File: config.mk
export PLATFORM = sky130hd
export DESIGN_NAME = mem_write_tap
export DESIGN_NICKNAME = d
export VERILOG_FILES = /design/src/rtl/mem_write_tap.sv
export SDC_FILE = /design/constraint.sdc
export NUM_CORES = 1
export LEC_CHECK = 0
export BUFFER_PORTS_ARGS = -buffer_cell sky130_fd_sc_hd__buf_4
export CORE_MARGIN = 2
export CORE_UTILIZATION = 25
export CTS_CLUSTER_DIAMETER = 100
export DETAILED_ROUTE_END_ITERATION = 8
export PLACE_DENSITY = 0.37
export SLEW_MARGIN = 20
export SYNTH_ARGS = -nofsm -noshare
export SYNTH_HDL_FRONTEND = slang
export SYNTH_SLANG_ARGS = --single-unit
File: constraint.sdc
create_clock -name clk -period 12.8 [get_ports clk]
set_clock_uncertainty 0.05 [all_clocks]
set_input_delay 0.64 -clock clk [delete_from_list [all_inputs] [get_ports clk]]
set_output_delay 0.64 -clock clk [all_outputs]
set_load 0.03 [all_outputs]
File: src/rtl/mem_write_tap.sv
// Snoops CPU stores that fall inside an address window and queues them in a small
// first-word-fall-through FIFO for a downstream consumer; never back-pressures the CPU.
module mem_write_tap #(
    parameter int           N        = 32,
    parameter int           DEPTH    = 8,
    parameter logic [N-1:0] BASE_ADR = 32'h0000_0080,
    parameter logic [N-1:0] WIN_MASK = 32'hFFFF_FF80
) (
    input  logic                       clk,
    input  logic                       reset,
    input  logic [1:0]                 memwrite,
    input  logic [N-1:0]               dataadr,
    input  logic [N-1:0]               writedata,
    output logic                       out_valid,
    input  logic                       out_ready,
    output logic [1:0]                 out_kind,
    output logic [N-1:0]               out_adr,
    output logic [N-1:0]               out_data,
    output logic [$clog2(DEPTH):0]     level,
    output logic [7:0]                 drops,
    output logic                       overflow,
    input  logic                       clr_ovf
);
    localparam int AW = $clog2(DEPTH);
    localparam int LW = AW + 1;

    typedef struct packed {
        logic [1:0]   kind;
        logic [N-1:0] adr;
        logic [N-1:0] data;
    } rec_t;

    rec_t          mem [DEPTH];
    rec_t          head;
    logic [AW-1:0] rd_ptr, wr_ptr;
    logic          hit, full, pop, push, drop;

    assign hit  = (memwrite != 2'b00) && ((dataadr & WIN_MASK) == BASE_ADR);
    assign full = (level == LW'(DEPTH));
    assign pop  = out_valid && out_ready;
    // A pop in the same cycle frees the head slot, so a full FIFO can still accept.
    assign push = hit && (!full || pop);
    assign drop = hit && full && !pop;

    assign out_valid = (level != '0);
    assign head      = mem[rd_ptr];
    assign out_kind  = out_valid ? head.kind : '0;
    assign out_adr   = out_valid ? head.adr  : '0;
    assign out_data  = out_valid ? head.data : '0;

    // Storage carries no reset; empty-state outputs are masked by out_valid instead.
    always_ff @(posedge clk) begin
        if (push)
            mem[wr_ptr] <= '{kind: memwrite, adr: dataadr, data: writedata};
    end

    always_ff @(posedge clk or posedge reset) begin
        if (reset) begin
            rd_ptr   <= '0;
            wr_ptr   <= '0;
            level    <= '0;
            drops    <= '0;
            overflow <= 1'b0;
        end else begin
            if (push)
                wr_ptr <= wr_ptr + AW'(1);
            if (pop)
                rd_ptr <= rd_ptr + AW'(1);
            case ({push, pop})
                2'b10:   level <= level + LW'(1);
                2'b01:   level <= level - LW'(1);
                default: level <= level;
            endcase
            // Clear is applied first so a coincident drop still gets counted.
            if (drop) begin
                overflow <= 1'b1;
                if (clr_ovf)
                    drops <= 8'h01;
                else if (drops != 8'hFF)
                    drops <= drops + 8'h01;
            end else if (clr_ovf) begin
                overflow <= 1'b0;
                drops    <= '0;
            end
        end
    end
endmodule

==> results.md <==
- Status: finished clean
- Yosys reg bits: 547
- Switching fraction of total power: 32.4%
- Drt via density: 4.32
- Library cell appearing most often on the critical path: sky130_fd_sc_hd__buf_4
- Number of antenna violations at the first check in global routing: 2
- Floorplan core area: 83600 um2
- Crit share post-route: 38.4%
- Critical path buffer and inverter count: 3
- Area share of the largest cell type after synthesis: 75.3%
- Required time at the endpoint of the critical path: 12.11 ns
- CTS Buffer Depth: 3
- Setup repair after global routing missed its margin: no
- EDFF count, synth: 528
- Highest net fanout along the worst path: 33
- DR DRC count: 0
- Net switching power of the design: 1.81 mW
- Clock buffers created by TritonCTS: 61
- CP arrival: 4.23 ns
- Post-detail-place hpwl: 28900 um
- Routed WL per cell: 22.8 um
- Die area: 86500 um2
- Reg power frac: 37.0%
- TritonCTS clock tree: yes
- Ratio of total power to cell area: 218 nW/um2
- Power share of the combinational group: 31.6%
- Number of max-cap violations: 0
- Total setup violations reported at the end of the flow: 0
- Post-synth top area cell: sky130_fd_sc_hd__edfxtp_1
- Number of iterations in the first detailed-routing pass: 4
- Floorplan row count: 106
- Startpoint-to-endpoint class of the critical path: register to output pin
- Leakage component of the power: 8.45 nW
- Count of final max-slew check failures: 0
- Count of inserted antenna diode cells: 0
- Share of power burned in the clock network: 31.5%
- Post-synthesis to final-layout area growth: 21.7%
- I/O Pins: 150
- Port Buffer Count: 149
- Fraction of registers with async set or reset after synthesis: 3.47%
- Post-route setup TNS: 0 ns
- Transition time at the pin with the least slew margin: 1.08 ns
- Final Hold Slack: 0.134 ns
- Kind of end point of the critical path: output pin
- Leading post-synthesis cells by cell area: sky130_fd_sc_hd__edfxtp_1 (75%), sky130_fd_sc_hd__mux4_2 (14%), sky130_fd_sc_hd__mux2i_1 (3.2%)
- Worst relative slew slack: 28.0%
- Initial cell density of the core: 25.2%
- Routed Antenna Nets: 0
- # H-tree levels: 2
- Clock latency on the worst-skew pair: 0.62 ns
- Maximum vdd ir drop: 0.000109 V
- Sequential cell area: 16300 um2
- Vias in the first global route: 10800
- Min Tclk post-route: 4.92 ns
- Ys flop type: sky130_fd_sc_hd__edfxtp_1
- Internal power summed over all cells: 3.78 mW
- Post-synthesis cell count: 955
- Number of sinks driven by the clock tree: 547
- Buffers inserted by post-CTS timing repair: 0
- Largest stage delay, worst path: 0.82 ns
- Depth of the worst register-to-register path: 5
- Share of cells above drive strength 1: 35.4%
- Depth of the critical timing path with buffers and inverters included: 6
- Largest net degree at the start of global routing: 60
- Weighted congestion at the end of routability-driven global placement: 0.680
- Total routing resource utilization after global routing: 12.1%
- Hold Violations, Final: 0
- Multi-input combinational cell area: 4570 um2
- Cell area after technology mapping: 21000 um2
- Worst path slowest cell: sky130_fd_sc_hd__dfrtp_4
- Post_cts resized: 0
- YS warnings: 0
- Hold buffer count at cts: 0
- Crit start category: register
- Clock-pin transition on the worst setup and hold timing paths: 0.06 ns
- Buffer cell driving the clock tree root: sky130_fd_sc_hd__clkbuf_16
- Post-synthesis area per instance: 22.0 um2
- Die Span X: 294 um
- Global-route wire length before repair: 75800 um
- Remaining Overflow, GRT: 0
- Post-synth net total: 1031
- Fmax: 203 MHz
- Initial DRC Count: 604
- Height of the die: 294 um
- Hold/Removal Path Class: primary input to async pin
- Net count of the finished layout: 1218
- Fillers: 8118
- Sequential area share after synthesis: 77.6%
- Most common cell in the netlist: sky130_fd_sc_hd__edfxtp_1
- Cell types with the highest counts after synthesis: sky130_fd_sc_hd__edfxtp_1 (528), sky130_fd_sc_hd__mux4_2 (132), sky130_fd_sc_hd__nor2_1 (72)
- Total wirelength of the detailed-routed design: 51900 um
- Worst path top cell family by delay: buffers and inverters
- Cell chain of the critical path: buf_4 -> buf_4 -> mux4_2 -> mux2i_1 -> nor2_1 -> buf_4
- Unique cell type count in the Yosys netlist: 37
- Vias after detailed routing: 9839
-- stage by stage --
step | utilization (%) | area, um2 | total power [mW] | worst slack, ns | std cells
floorplan | - | 21000 | 3.27 | 5.85 | 955
global placement | 28.2 | 23600 | 3.94 | 7.64 | 2158
detailed placement | 28.2 | 23600 | 3.93 | 7.61 | 2158
CTS | 30.6 | 25600 | 5.72 | 7.70 | 2274
global route | 30.7 | 25600 | 5.87 | 7.54 | 2275
finish | 30.7 | 25600 | 5.59 | 7.88 | 2275
-- layer usage --
layer	part of all wire (%)	wire [um]	global-route usage (%)
met1	44	23000	16.0
met4	2.0	1040	3.02
met3	4.1	2140	2.28
met2	50	25700	20.4
met5	0.052	27	0
-- power by group through the flow --
stage / clock network (mW) / logic, mW / registers [mW]
after CTS: 1.82 / 1.83 / 2.07
after floorplan: 0 / 1.24 / 2.03
after global placement: 0 / 1.83 / 2.11
after detailed placement: 0 / 1.82 / 2.11
final: 1.76 / 1.76 / 2.07
after global routing: 1.89 / 1.90 / 2.08
-- final timing paths --
kind	start	to	slack, ns
max in group asynchronous	reset	rd_ptr[0]	11.95
worst min register to register	wr_ptr[0]	wr_ptr[0]	0.48
min in group clk	clr_ovf	drops[1]	0.21
worst max-delay path	rd_ptr[0]	out_data[24]	7.88
worst min-delay path	reset	drops[1]	0.13
worst max register to register	level[0]	mem[3][56]	9.67
-- registers in the layout, indices dropped and copies added (netlist names) --
register / cells
drops: 8
wr_ptr: 3
mem: 528
rd_ptr: 3
overflow: 1
level: 4
-- cells by family after synthesis --
kind of cell,share of synthesized area (%)
compound gates,0.577
xor+xnor,0.291
fa+ha+maj,0.392
buf+inv,1.03
flops,77.6
mux,17.6
simple gates,2.56
-- cell type report --
type	count	share of cell area, %
clock buffer	77	6.44
clock inverter	39	1.46
inverter	8	0.117
multi-input combinational	353	17.9
sequential	547	63.8
tap	1080	5.27
timing repair buffer	171	5.09
-- cells in the final DEF, fill, tap and decap left out, types with 2 or more instances in the layout --
cell type	instances
sky130_fd_sc_hd__nor4_2	3
sky130_fd_sc_hd__clkbuf_1	12
sky130_fd_sc_hd__and3_1	3
sky130_fd_sc_hd__clkbuf_8	2
sky130_fd_sc_hd__ha_1	5
sky130_fd_sc_hd__mux2_2	4
sky130_fd_sc_hd__nor4_1	4
sky130_fd_sc_hd__o21ai_0	3
sky130_fd_sc_hd__inv_1	8
sky130_fd_sc_hd__clkbuf_16	63
sky130_fd_sc_hd__a21oi_1	8
sky130_fd_sc_hd__dfrtp_1	16
sky130_fd_sc_hd__nand2_1	8
sky130_fd_sc_hd__bufinv_16	7
sky130_fd_sc_hd__nand3_1	7
sky130_fd_sc_hd__a21o_1	2
sky130_fd_sc_hd__nor3_2	3
sky130_fd_sc_hd__clkinvlp_4	2
sky130_fd_sc_hd__o31ai_1	2
sky130_fd_sc_hd__or4_1	3
sky130_fd_sc_hd__clkinv_1	9
sky130_fd_sc_hd__nor2_1	66
sky130_fd_sc_hd__buf_4	170
sky130_fd_sc_hd__mux2i_1	68
sky130_fd_sc_hd__nor3_1	3
sky130_fd_sc_hd__or2_2	2
sky130_fd_sc_hd__mux4_2	132
sky130_fd_sc_hd__inv_6	3
sky130_fd_sc_hd__clkinv_2	18
sky130_fd_sc_hd__dfrtp_4	3
sky130_fd_sc_hd__xnor2_1	6
sky130_fd_sc_hd__nand2b_1	2
sky130_fd_sc_hd__edfxtp_1	528
sky130_fd_sc_hd__nor2_4	6
sky130_fd_sc_hd__or3_2	2
No activity file was read; power rests on OpenSTA's default activity.
